--- config.mk ---
export PLATFORM = sky130hd
export DESIGN_NAME = mp_add_seq
export DESIGN_NICKNAME = d
export VERILOG_FILES = /design/src/rtl/mp_add_pkg.sv /design/src/rtl/cla_slice.sv /design/src/rtl/mp_add_seq.sv
export SDC_FILE = /design/constraint.sdc
export NUM_CORES = 1
export LEC_CHECK = 0
export BUFFER_PORTS_ARGS = -buffer_cell sky130_fd_sc_hd__buf_4
export CORE_MARGIN = 1
export CORE_UTILIZATION = 35
export DETAILED_ROUTE_END_ITERATION = 10
export GPL_ROUTABILITY_DRIVEN = 0
export MAX_ROUTING_LAYER = met4
export PLACE_DENSITY = 0.65
export REMOVE_ABC_BUFFERS = 1
export SYNTH_ARGS = -nofsm -noshare
export SYNTH_HDL_FRONTEND = slang
export SYNTH_SLANG_ARGS = --single-unit
--- constraint.sdc ---
create_clock -name clk -period 18.9 [get_ports clk]
set_input_delay 2.835 -clock clk [delete_from_list [all_inputs] [get_ports clk]]
set_output_delay 2.835 -clock clk [all_outputs]
set_load 0.005 [all_outputs]
--- src/rtl/mp_add_pkg.sv ---
// Shared types and constants for the multi-precision add/subtract sequencer.
package mp_add_pkg;

    typedef enum logic [1:0] {
        IDLE = 2'd0,
        RUN  = 2'd1,
        DONE = 2'd2
    } state_t;

    localparam int DEF_SLICE = 32;

    function automatic int beats(input int width, input int slice);
        return width / slice;
    endfunction

endpackage

--- src/rtl/cla_slice.sv ---
// Combinational SLICE-bit two-level carry-lookahead adder built from 4-bit
// generate/propagate groups.
module cla_slice #(
    parameter int SLICE = 32
) (
    input  logic [SLICE-1:0] a,
    input  logic [SLICE-1:0] b,
    input  logic             cin,
    output logic [SLICE-1:0] sum,
    output logic             cout,
    output logic             msb_a,
    output logic             msb_b
);
    localparam int NG = SLICE / 4;

    logic [SLICE-1:0] g, p, c;
    logic [NG-1:0]    gg, gp;
    logic [NG:0]      gc;
    logic             acc, pp;

    always_comb begin
        g   = a & b;
        p   = a ^ b;
        gg  = '0;
        gp  = '0;
        gc  = '0;
        c   = '0;
        acc = 1'b0;
        pp  = 1'b1;
        for (int i = 0; i < NG; i++) begin
            gg[i] = g[4*i+3]
                  | (p[4*i+3] & g[4*i+2])
                  | (p[4*i+3] & p[4*i+2] & g[4*i+1])
                  | (p[4*i+3] & p[4*i+2] & p[4*i+1] & g[4*i]);
            gp[i] = &p[4*i +: 4];
        end
        // Group carries as flat sum-of-products over the group terms.
        gc[0] = cin;
        for (int i = 1; i <= NG; i++) begin
            acc = 1'b0;
            pp  = 1'b1;
            for (int j = i - 1; j >= 0; j--) begin
                acc = acc | (pp & gg[j]);
                pp  = pp & gp[j];
            end
            gc[i] = acc | (pp & cin);
        end
        for (int i = 0; i < NG; i++) begin
            for (int k = 0; k < 4; k++) begin
                acc = 1'b0;
                pp  = 1'b1;
                for (int j = k - 1; j >= 0; j--) begin
                    acc = acc | (pp & g[4*i+j]);
                    pp  = pp & p[4*i+j];
                end
                c[4*i+k] = acc | (pp & gc[i]);
            end
        end
        sum  = p ^ c;
        cout = gc[NG];
    end

    assign msb_a = a[SLICE-1];
    assign msb_b = b[SLICE-1];

endmodule

--- src/rtl/mp_add_seq.sv ---
// Multi-precision add/subtract sequencer: one shared CLA slice walked across
// WIDTH/SLICE beats with the carry chained through a register.
module mp_add_seq
    import mp_add_pkg::*;
#(
    parameter int WIDTH = 128,
    parameter int SLICE = DEF_SLICE
) (
    input  logic             clk,
    input  logic             rst,
    input  logic             in_valid,
    output logic             in_ready,
    input  logic [WIDTH-1:0] in_a,
    input  logic [WIDTH-1:0] in_b,
    input  logic             in_sub,
    input  logic             in_cin,
    output logic             out_valid,
    input  logic             out_ready,
    output logic [WIDTH-1:0] out_sum,
    output logic             out_cout,
    output logic             out_ovf
);
    localparam int BEATS = beats(WIDTH, SLICE);
    localparam int CW    = (BEATS > 1) ? $clog2(BEATS) : 1;

    if ((WIDTH % SLICE) != 0 || (SLICE % 4) != 0) begin : g_bad_params
        $error("mp_add_seq: WIDTH must be a multiple of SLICE and SLICE a multiple of 4");
    end

    state_t           state;
    logic [WIDTH-1:0] a_reg, b_reg;
    logic             carry;
    logic [CW-1:0]    beat;
    logic [SLICE-1:0] sl_a, sl_b, sl_sum;
    logic             sl_cout, msb_a, msb_b, last;

    assign sl_a     = a_reg[beat*SLICE +: SLICE];
    assign sl_b     = b_reg[beat*SLICE +: SLICE];
    assign last     = (beat == CW'(BEATS - 1));
    assign in_ready = (state == IDLE);

    cla_slice #(.SLICE(SLICE)) u_slice (
        .a     (sl_a),
        .b     (sl_b),
        .cin   (carry),
        .sum   (sl_sum),
        .cout  (sl_cout),
        .msb_a (msb_a),
        .msb_b (msb_b)
    );

    always_ff @(posedge clk or posedge rst) begin
        if (rst) begin
            state     <= IDLE;
            a_reg     <= '0;
            b_reg     <= '0;
            carry     <= 1'b0;
            beat      <= '0;
            out_valid <= 1'b0;
            out_sum   <= '0;
            out_cout  <= 1'b0;
            out_ovf   <= 1'b0;
        end else begin
            case (state)
                IDLE: if (in_valid) begin
                    // Subtract is A + ~B + 1; B is inverted once at accept.
                    a_reg <= in_a;
                    b_reg <= in_sub ? ~in_b : in_b;
                    carry <= in_sub | in_cin;
                    beat  <= '0;
                    state <= RUN;
                end
                RUN: begin
                    out_sum[beat*SLICE +: SLICE] <= sl_sum;
                    carry <= sl_cout;
                    beat  <= beat + 1'b1;
                    if (last) begin
                        out_cout  <= sl_cout;
                        // Carry into MSB xor carry out of MSB.
                        out_ovf   <= msb_a ^ msb_b ^ sl_sum[SLICE-1] ^ sl_cout;
                        out_valid <= 1'b1;
                        state     <= DONE;
                    end
                end
                DONE: if (out_ready) begin
                    out_valid <= 1'b0;
                    state     <= IDLE;
                end
                default: state <= IDLE;
            endcase
        end
    end

endmodule

# Yosys cells after proc, flatten, opt, wreduce, memory -nomap -nowiden
# Cells that the tools add are included.
# W data, S select, Z words.
[totals]
wordCells = 342
output_inout_bits = 132
ff_bits = 392
[classes]
add_sub_neg = 2
n_mux = 13
eq_ne = 6
n_bitwise = 292
reduce_logical = 16
shift = 4
[op_table]
columns = ["cell", "count"]
rows = [
  ["$shiftx A128 B8 Y32", 2],
  ["$and A1 B1 Y1", 176],
  ["$bwmux W128", 1],
  ["$mux W128", 1],
  ["$not A128 Y128", 1],
  ["$shift A32 B34 Y128 const A", 1],
  ["$shiftx A32 B34 Y128", 1],
  ["$or A1 B1 Y1", 109],
  ["$xor A32 B32 Y32", 2],
  ["$neg A7 Y34", 1],
  ["$and A32 B32 Y32", 1],
  ["$reduce_and A4 Y1", 8],
  ["$mux W2", 4],
  ["$ne A2 B2 Y1 const B", 3],
  ["$pmux W2 S3", 1],
  ["$reduce_and A2 Y1", 3],
  ["$reduce_and A3 Y1", 2],
  ["$eq A2 B2 Y1 const B", 2],
  ["$pmux W1 S2", 2],
  ["$pmux W2 S2", 1],
  ["$reduce_bool A2 Y1", 2],
  ["$mux W1", 3],
  ["$xor A1 B1 Y1", 3],
  ["$add A2 B1 Y2 const B", 1],
  ["2 further kinds", 2],
]

# Logic depth before layout (Yosys ltp)
# Gate-level depths: netlist (run 1).
[logic_depth]
ltp_word = 19
ltp_mapped = 14
mapped_depth_nobuf = 11

# Hierarchy
# Synthesis (run 1) repeated with hierarchy kept, for this count alone.
[hier_totals]
cells_unflattened = 1760
hier_area_um2 = 18714.2
[modules_own_cells]
columns = ["mod", "n_inst", "cells_each", "area_per_inst_um2", "seq_area_each_um2"]
rows = [
  ["mp_add_seq", 1, 1580, 17242.8, 9809.4],
  ["cla_slice", 1, 180, 1471.4, 0.0],
]

# Worst setup path before layout (run 1)
# No wires, ideal clock.
[synth_timing]
path_kind = "flip-flop to flip-flop"
start = "register beat[0]"
end = "register out_sum[29]"
required_ns = 18.768
path_stages_with_launch = 14
setup_slack_ns = 14.791
arrival_ns = 3.976
setup_ns = 0.132
synth_period_minus_slack_ns = 4.109
n_path_buf = 3
cell_sequence = "dfrtp_1 > clkbuf_1 > buf_1 > buf_2 > mux4_2 > ha_1 > a21o_1 > a21o_1 > a21oi_2 > a31oi_1 > or3_2 > fa_1 > xnor2_1 > o21ai_0"
[synth_between]
elab_chain_cells = 19
elab_cells_between_ends = 269
classes_between = "add/sub (1); shift (4); mux (1); bitwise (256); reduce/logical (7)"
[synth_rtl]
columns = ["item", "line_no", "rtl"]
rows = [
  ["start, declared", "mp_add_seq.sv:33", "logic [CW-1:0] beat;"],
  ["start signal, assigned", "mp_add_seq.sv:76", "beat <= beat + 1'b1;"],
  ["$shiftx A128 B8 Y32 (on tied branches)", "mp_add_seq.sv:37, mp_add_seq.sv:38", ""],
  ["$xor A32 B32 Y32 or $and A32 B32 Y32 (tied branches)", "cla_slice.sv:23, cla_slice.sv:22", ""],
  ["$and A1 B1 Y1 (on tied branches)", "cla_slice.sv:32, cla_slice.sv:33, cla_slice.sv:34", ""],
  ["$or A1 B1 Y1, or another cell as far along", "cla_slice.sv:32", "| (p[4*i+3] & g[4*i+2])"],
  ["$or A1 B1 Y1 or $and A1 B1 Y1 (tied branches)", "cla_slice.sv:33, cla_slice.sv:34", ""],
  ["$or A1 B1 Y1", "cla_slice.sv:34", "| (p[4*i+3] & p[4*i+2] & p[4*i+1] & g[4*i]);"],
  ["$and A1 B1 Y1", "cla_slice.sv:43", "acc = acc | (pp & gg[j]);"],
  ["$or A1 B1 Y1 (6 in series)", "cla_slice.sv:43", ""],
  ["$or A1 B1 Y1", "cla_slice.sv:46", "gc[i] = acc | (pp & cin);"],
  ["$and A1 B1 Y1", "cla_slice.sv:56", "c[4*i+k] = acc | (pp & gc[i]);"],
  ["$or A1 B1 Y1", "cla_slice.sv:56", ""],
  ["$xor A32 B32 Y32", "cla_slice.sv:59", "sum = p ^ c;"],
  ["$shiftx A32 B34 Y128", "mp_add_seq.sv:74", "out_sum[beat*SLICE +: SLICE] <= sl_sum;"],
  ["$bwmux W128 *", "mp_add_seq.sv:74", ""],
  ["end signal, assigned by index", "mp_add_seq.sv:74", ""],
  ["end, declared", "mp_add_seq.sv:19", "output logic [WIDTH-1:0] out_sum,"],
]
# Every way passes the cells marked *; elsewhere a longest branch is shown, timed or not.
# A chain may end at the register's enable or synchronous reset.

==> impl_metrics.yaml, run 1 <==
clock_network:
  cts_hold_buf: 0
  clock_latency_ns: 0.56
  cts.sinks: 392
  postCtsResizedCells: 0
  numCtsBuffers: 43
  htreeDepth: 2
  clk_pin_slew_ns: 0.06
  root_buffer: "clkbuf_16"
  post-cts-setup-buffer-count: 0
  clock_path_buffers: 3
  cts_tree: "done"
route:
  routed_via_density: 5.04
  finalWirelength_mm: 55.1
  route.detailed.drc: 0
  drt_iter0_markers: 1112
  vias: 14100
  wl_per_cell_um: 19.7
  dr.pass1.iters: 5
  antenna_left: 0
layout:
  multi_input_area_um2: 8040
  fin_area_um2: 23200
  syn_to_final_growth_pct: 27.0
  nNetsFinal: 2400
  nFillCells: 4896
  n_antenna_cell: 0
  seqCellArea_um2: 9820
  drive_gt1_share_pct: 26.6
synthesis:
  syn_avg_cell_area_um2: 10.4
  syn-cell-area_um2: 18300
  synth_ff_type: "dfrtp_1"
  synthArstFlopShare_pct: 100
  synth-seq-area-share_pct: 53.6
  synth_cell_type_count: 46
  ys_warn_count: 0
  postSynthCellCount: 1754
  synth_edf_count: 0
  synth-seq-cells: 392
floorplan:
  pin_count: 394
  num_rows: 83
  die_x_um: 231
  fp.dieArea_um2: 53200
  core-area_um2: 51500
  initial_core_util_pct: 35.5
  die_y_um: 231
placement:
  dpl_cell_area_um2: 21800
  hpwlAfterDp_mm: 38.0
  portBuffers: 393
grt:
  grt_usage_pct: 21.7
  grt_pass1_wl_mm: 85.0
  grt_max_degree: 123
  overflow: 0
  first_global_vias: 14300
  antenna_found_initial: 0
timing:
  hold_viol: 0
  setup_viol: 0
  maxSlewHeadroom_pct: 19.0
  tightest_slew_ns: 1.21
  fmax_mhz: 183
  drv_slew: 0
  tns_ns: 0
  timing.final.crit_share_pct: 28.9
  min_period_ns: 5.45
  clock-skew-final_ns: 0.0223
  rsz0062_at_grt: "false"
worst_setup_path:
  rrSetupSlack_ns: 13.68
  criticalPathCategory: "primary input to async pin"
  path_max_fanout: 113
  crit_path_start_kind: "primary input"
  cp.required_ns: 19.47
  cp.arrival_ns: 6.02
  critPathCaptureType: "async pin"
power_and_ir_drop:
  leakage_nw: 11.3
  powerDensity_nw_per_um2: 190
  finalPower_mw: 4.41
  ir_drop_uv: 114
worst_hold_path:
  hold_path.class: "register to register"
outcome:
  outcome: "complete, no violations"
job:
  drv_cap: 0
worst paths after layout:
check / depth (start not counted) / from / endpoint
max in group clk: 12 / beat[0] / out_sum[21]
min reg2reg: 2 / a_reg[7] / a_reg[7]
min: 2 / a_reg[7] / a_reg[7]
max reg2reg: 12 / beat[0] / out_sum[21]
max: 5 / rst / b_reg[121]
min in group asynchronous: 2 / rst / b_reg[10]
power breakdown:
part	switching (mW)	internal, mW
clock network	0.343	0.503
registers	0.230	1.18
logic	1.26	0.886
layer usage:
metal | up-vias | part of all wire (%) | global-route usage, %
li1 | 6584 | - | -
met1 | 7015 | 44 | 29.2
met2 | 460 | 48 | 34.1
met3 | 67 | 5.8 | 3.32
met4 | 0 | 2.2 | 6.04
met5 | - | 0 | -
stage by stage:
step	utilization (%)	setup WS (ns)	hold slack, ns	instances
final	45.1	13.45	0.471	2801
after global routing	45.1	12.90	0.492	2801
after CTS	45.1	13.29	0.476	2801
after detailed placement	42.4	12.69	0.461	2727
after global placement	42.4	12.82	0.454	2727
after floorplan	-	5.17	0.440	1640
cells in the final DEF (no fill, tap or decap), types with 3 or more instances in the layout:
cell type and instances:
or2_2 3, a21oi_1 26, o21bai_1 6, xor2_1 6, nand2_2 4, ha_1 38, nand3_1 18, mux4_2 64
a22o_1 73, clkbuf_8 8, nand2_1 577, a32o_1 4, nor3_1 4, o21ai_1 3, buf_4 406, inv_1 12
dfrtp_1 390, mux2i_1 3, xnor2_1 142, bufinv_16 4, o21ai_0 183, nor2b_1 3, clkbuf_1 9, nor2_4 3
clkbuf_16 43, fa_1 8, a21o_1 9, o21a_1 4, clkinv_2 7, nand4_1 5, nor2_1 19
layout make-up:
type	instances	share of cell area, %
well taps	680	3.66
clock inverters	14	0.770
inverters	13	0.242
clock buffers	60	5.25
multi-input cells	1235	34.6
flip-flops and latches	392	42.3
repair buffers	407	13.2
synth_stat cells, types with 2 or more instances:
library cell | number | area [µm²]
o31ai_1 | 2 | 15.0
xor2_1 | 6 | 52.6
and4_1 | 2 | 17.5
a21oi_2 | 2 | 17.5
or2_2 | 3 | 18.8
ha_1 | 38 | 475
or3_4 | 2 | 22.5
nor2b_1 | 3 | 18.8
clkbuf_1 | 104 | 390
mux4_2 | 64 | 1440
a21o_1 | 9 | 67.6
nand4_1 | 5 | 31.3
nand2b_1 | 2 | 12.5
o21ai_1 | 3 | 15.0
or3_1 | 2 | 12.5
inv_1 | 13 | 48.8
mux2i_1 | 3 | 30.0
a22o_1 | 73 | 639
xnor2_1 | 142 | 1240
dfrtp_1 | 392 | 9810
and2_1 | 2 | 12.5
a31oi_1 | 2 | 12.5
nor3_1 | 5 | 25.0
o21bai_1 | 6 | 45.0
a32o_1 | 4 | 40.0
nor2_1 | 22 | 82.6
o21ai_0 | 183 | 916
nand3_1 | 18 | 90.1
buf_1 | 5 | 18.8
nand2_1 | 582 | 2180
a21oi_1 | 26 | 130
fa_1 | 8 | 160
o21a_1 | 4 | 30.0
buf_2 | 5 | 25.0
cells by family after synthesis:
family	synth area share [%]
AO/OA/AOI/OAI	11.0
AND/OR/NAND/NOR	14.0
buffers and inverters	2.64
XOR/XNOR	7.18
multiplexers	8.11
flip-flops	53.6
adder cells (fa/ha/maj)	3.48
critical path: stages:
cell	delay [ns]
buf_4	0.13
inv_8	0.49
buf_4	0.78
buf_4	0.81
buf_4	0.81
Power figures use the tool's default switching activity.
==> run 2: changes to the inputs <==
--- a/config.mk
+++ b/config.mk
@@ -5,6 +5,7 @@
 export SDC_FILE = /design/constraint.sdc
 export NUM_CORES = 1
 export LEC_CHECK = 0
+export ABC_AREA = 1
 export BUFFER_PORTS_ARGS = -buffer_cell sky130_fd_sc_hd__buf_4
 export CORE_MARGIN = 1
 export CORE_UTILIZATION = 35
==> constraint.sdc (replaced) <==
create_clock -name clk -period 5.53 [get_ports clk]
set_input_delay 0.8295 -clock clk [delete_from_list [all_inputs] [get_ports clk]]
set_output_delay 0.8295 -clock clk [all_outputs]
set_load 0.005 [all_outputs]
==> run 2 against run 1 <==
Sequential cell count is the same. Clock power grew to 3.5 times the previous value. First-iteration DRC count grew 13%. Core utilization shrank 0.44 points. Critical endpoint is now out_sum[56]. Synthesized cell count grew 29%. Worst setup slack lost 12 ns. Cell count grew 18%. Routed wire length grew 15%. Via count grew 19%. Largest cell class unchanged. Critical path depth grew 11. Critical path type is now register to register. Total power grew to 3.8 times the previous value.
==> impl_metrics.yaml, run 2 <==
timing:
  fmax_mhz: 226
  setup_viol: 0
  hold_viol: 0
  rsz0062_at_grt: "false"
  tightest_slew_ns: 1.09
  maxSlewHeadroom_pct: 27.2
  min_period_ns: 4.43
  clock-skew-final_ns: 0.0248
  drv_slew: 0
  timing.final.crit_share_pct: 80.1
  hold_ws_ns: 0.350
route:
  antenna_left: 0
  dr.pass1.iters: 6
  routed_via_density: 5.09
  wl_per_cell_um: 19.0
  finalWirelength_mm: 63.1
  drt_iter0_markers: 1253
  route.detailed.drc: 0
  vias: 16900
worst_setup_path:
  criticalPathCategory: "register to register"
  startpoint: "beat[0]"
  r2r_end: "out_sum[56]"
  r2r_start: "beat[0]"
  rrSetupSlack_ns: 1.10
  reg2regPathDepth: 16
  cp.required_ns: 5.93
  crit_path_start_kind: "register"
  path_max_fanout: 75
  cp.arrival_ns: 4.83
  critPathCaptureType: "register"
  cp-endpoint: "out_sum[56]"
floorplan:
  num_rows: 85
  fp.dieArea_um2: 55600
  core-area_um2: 53900
  die_y_um: 236
  initial_core_util_pct: 35.5
  die_x_um: 236
  pin_count: 394
layout:
  syn_to_final_growth_pct: 25.8
  fin_cells: 3314
  nNetsFinal: 2890
  layout_commonest_cell: "nand2_1"
  n_antenna_cell: 0
  utilization_pct: 44.6
  drive_gt1_share_pct: 21.2
  seqCellArea_um2: 9810
  layout_common_cells: "777 x nand2_1, 408 x buf_4, 390 x dfrtp_1"
  nFillCells: 5306
  multi_input_area_um2: 8490
grt:
  antenna_found_initial: 0
  grt_max_degree: 221
  grt_pass1_wl_mm: 98.1
  overflow: 0
  grt_usage_pct: 23.4
  first_global_vias: 17000
synthesis:
  synthArstFlopShare_pct: 100
  syn-cell-area_um2: 19100
  synth-seq-area-share_pct: 51.3
  synth_top_area_share_pct: 51.3
  syn_avg_cell_area_um2: 8.44
  synthTopCellsByCount: "781 x nand2_1, 392 x dfrtp_1, 308 x o21ai_0"
  postSynthCellCount: 2267
  synthMostInstantiatedCell: "nand2_1"
  synth-seq-cells: 392
  ys_warn_count: 0
  synth_edf_count: 0
  synth_ff_type: "dfrtp_1"
  yosys-top-cells-area: "dfrtp_1 51%, nand2_1 15%, o21ai_0 8.1%"
  synth_cell_type_count: 37
  post-synth-top-area-cell: "dfrtp_1"
outcome:
  outcome: "complete, no violations"
placement:
  hpwlAfterDp_mm: 43.1
  portBuffers: 393
  placed_cells: 3232
clock_network:
  clock_latency_ns: 0.58
  cts.sinks: 392
  post-cts-setup-buffer-count: 0
  clk_pin_slew_ns: 0.06
  root_buffer: "clkbuf_16"
  cts_tree: "done"
  cts_hold_buf: 0
  postCtsResizedCells: 0
  numCtsBuffers: 44
  htreeDepth: 2
  clock_path_buffers: 3
power_and_ir_drop:
  leakage_nw: 12.0
  ir_drop_uv: 290
  powerDensity_nw_per_um2: 697
worst_hold_path:
  hold_path.class: "primary input to async pin"
job:
  drv_cap: 0
[run 2: kinds of logic after synthesis]
kind of cell	after synthesis	synth area share, %
simple gates	1047	21.9
compound gates	432	12.5
flops	392	51.3
buf+inv	209	4.51
xor+xnor	141	6.45
fa+ha+maj	46	3.32
[run 2: worst min-delay path by stage]
stage,start,endpoint,slack (ns),cells past startpoint
4_1_cts,rst,b_reg[67],0.34,2
3_5_place_dp,a_reg[57],a_reg[57],0.46,2
2_1_floorplan,a_reg[65],a_reg[65],0.44,2
6_report,rst,b_reg[67],0.35,2
5_1_grt,rst,b_reg[67],0.38,2
3_3_place_gp,a_reg[60],a_reg[60],0.46,2
[run 2: final cells by class]
cell class / count / area share [%]
Timing Repair Buffer: 414 / 13.2
Clock inverter: 25 / 1.04
Inverter: 64 / 1.05
Multi-Input combinational cell: 1666 / 35.3
Sequential cell: 392 / 40.8
Clock buffer: 57 / 5.07
Tap cell: 696 / 3.62
[run 2: worst max-delay path, cell delays in order (launching register included)]
cell and delay (ns):
dfrtp_4 0.67, inv_4 0.61, buf_12 0.38, o21ai_0 0.15, o22ai_1 0.22, ha_1 0.29, nand2_2 0.08, nor2_2 0.12
inv_2 0.07, nor2_4 0.12, nand2_1 0.08, nand2_1 0.12, nor2_1 0.08, a21boi_0 0.37, fa_1 0.55, nand3_1 0.13
o21ai_0 0.12
[run 2: metal layers]
metal	vias up	share of wire [%]	global-route usage, %
li1	7990	-	-
met1	8173	43	30.3
met2	591	47	36.9
met3	124	6.5	3.60
met4	0	3.7	9.45
met5	-	0	-
[run 2: report_power, final]
group	leakage (nW)	switching [mW]	total [mW]	internal [mW]
Sequential	5.02	0.805	4.90	4.10
Clock	0.728	1.24	3.00	1.76
Combinational	6.29	5.77	8.88	3.11
Total	12.0	7.81	16.8	8.96
[run 2: per-stage QoR]
stage	setup TNS (ns)	cell area (µm²)	power [mW]	setup slack [ns]
5_1_grt	0	24100	18.1	0.682
2_1_floorplan	-3467.41	18500	10.7	-6.20
6_report	0	24100	16.8	1.10
3_3_place_gp	0	22600	13.6	1.11
3_5_place_dp	0	22600	13.8	1.05
4_1_cts	0	24100	16.9	0.991
==> run 3: changes to the inputs <==
==> constraint.sdc (replaced) <==
create_clock -name clk -period 4.5 [get_ports clk]
set_input_delay 0.675 -clock clk [delete_from_list [all_inputs] [get_ports clk]]
set_output_delay 0.675 -clock clk [all_outputs]
set_load 0.005 [all_outputs]
==> run 3 against run 2 <==
Core utilization increased by 0.45 points. Register-to-register slack got worse by 0.66 ns. Total power increased by 25%. Cell count increased by 0.21%. Clock power increased by 29%. Worst setup slack got worse by 0.66 ns. Global-route usage increased by 0.41 points. Design area increased by 1.0%. Largest power group unchanged. Sequential share of layout area decreased by 0.41 points. Via count increased by 0.50%. Non-clock buffer count increased by 11. Highest routed layer unchanged. Fmax increased by 9.2%.
==> impl_metrics.yaml, run 3 (same netlist as run 2, synthesis figures left out) <==
outcome:
  outcome: "complete, no violations"
power_and_ir_drop:
  switching_share_pct: 46.1
  finalPower_mw: 21.0
  power_frac_seq_pct: 28.4
  p_int_mw: 11.3
  p_switching_mw: 9.68
  ir_drop_uv: 362
  leakage_nw: 12.1
  powerDensity_nw_per_um2: 863
  power_frac_clock_pct: 18.5
  combPwrFrac_pct: 53.1
clock_network:
  cts_hold_buf: 0
  clk_pin_slew_ns: 0.06
  numCtsBuffers: 45
  cts_tree: "done"
  cts.sinks: 392
  root_buffer: "clkbuf_16"
  postCtsResizedCells: 0
  post-cts-setup-buffer-count: 0
  clock_latency_ns: 0.58
  htreeDepth: 2
  clock_path_buffers: 3
grt:
  grt_usage_pct: 23.9
  first_global_vias: 17000
  grt_pass1_wl_mm: 99.5
  antenna_found_initial: 0
  overflow: 0
  grt_max_degree: 201
route:
  routed.top_layer: "met4"
  wl_met1_mm: 27.8
  routed_via_density: 5.11
  finalWirelength_mm: 64.7
  vias: 17000
  antenna_left: 0
  route.detailed.drc: 0
  drt_iter0_markers: 1171
  dr.pass1.iters: 5
  dr_wl_met2_mm: 31.0
  dr_wl_met3_mm: 3.86
  wl_per_cell_um: 19.5
placement:
  portBuffers: 393
  place_ws_ns: 0.500
  hpwlAfterDp_mm: 44.2
  dpl_cell_area_um2: 22800
layout:
  layout_common_cells: "777 x nand2_1, 413 x buf_4, 390 x dfrtp_1"
  nFillCells: 5212
  utilization_pct: 45.1
  fin_area_um2: 24300
  drive_gt1_share_pct: 21.5
  n_antenna_cell: 0
  nNetsFinal: 2902
  layout_commonest_cell: "nand2_1"
  syn_to_final_growth_pct: 27.1
timing:
  maxSlewHeadroom_pct: 28.4
  timing.final.crit_share_pct: 90.1
  setup_viol: 0
  tns_ns: 0
  rsz0062_at_grt: "false"
  tightest_slew_ns: 1.07
  fmax_mhz: 247
  setup_slack_ns: 0.444
  clock-skew-final_ns: 0.0238
  drv_slew: 0
  hold_viol: 0
  min_period_ns: 4.06
worst_setup_path:
  critPathCaptureType: "register"
  cp.required_ns: 4.98
  crit_path_start_kind: "register"
  cp.arrival_ns: 4.54
  path_max_fanout: 67
  criticalPathCategory: "register to register"
floorplan:
  die_y_um: 236
  fp.dieArea_um2: 55600
  die_x_um: 236
  num_rows: 85
  initial_core_util_pct: 35.5
  core-area_um2: 53900
  pin_count: 394
job:
  drv_cap: 0
worst_hold_path:
  hold_path.class: "primary input to async pin"
==> run 3: power by group through the flow <==
stage	Combinational, mW	Sequential [mW]	Clock, mW
after floorplan	7.22	5.89	0
after global placement	10.9	5.97	0
after detailed placement	11.1	6.00	0
after CTS	11.2	5.96	3.95
after global routing	12.4	6.13	4.10
final	11.2	5.97	3.88
==> run 3: routing by layer <==
| metal | track usage [%] | vias to the layer above |
|---|---|---|
| met5 | - | - |
| met4 | 7.63 | 0 |
| met3 | 4.32 | 121 |
| met2 | 38.4 | 592 |
| met1 | 30.4 | 8226 |
| li1 | - | 8024 |
==> run 3: per-stage QoR <==
| stage | instances | hold WS, ns |
|---|---|---|
| final | 3321 | 0.236 |
| after global routing | 3321 | 0.281 |
| after global placement | 3243 | 0.458 |
| after CTS | 3321 | 0.262 |
| after detailed placement | 3243 | 0.460 |
| after floorplan | 2122 | 0.444 |
==> run 3: critical path, cell delays in order (launching register included) <==
cell      delay [ns]
dfrtp_4         0.43
buf_4           0.60
o21ai_0         0.20
o22ai_1         0.29
ha_1            0.33
nand2_1         0.14
inv_1           0.07
nand2_1         0.07
nand2_1         0.05
nor2_1          0.23
nand2_1         0.08
nor2_1          0.17
a21boi_0        0.19
fa_1            0.42
xnor2_1         0.15
nor2_1          0.16
nand2_1         0.08
o21ai_0         0.20
==> run 3: layout make-up <==
type                            instances  area (µm²)  area share (%)
Inverter                               64         253            1.04
Timing Repair Buffer                  425        3330            13.7
Multi-Input combinational cell       1666        8490            34.9
Sequential cell                       392        9810            40.4
Tap cell                              696         871            3.58
Clock buffer                           63        1340            5.49
Clock inverter                         15         223           0.916
==> run 3: path summary, 6_finish.rpt <==
check | slack, ns | endpoint | cells past startpoint | start
worst max-delay path | 0.44 | out_sum[121] | 17 | beat[0]
worst min-delay path | 0.24 | a_reg[1] | 2 | rst
worst max register to register | 0.44 | out_sum[121] | 17 | beat[0]
worst min register to register | 0.47 | a_reg[52] | 2 | a_reg[52]
max in group asynchronous | 3.17 | b_reg[29] | 3 | rst
min in group clk | 0.29 | a_reg[103] | 3 | in_a[103]
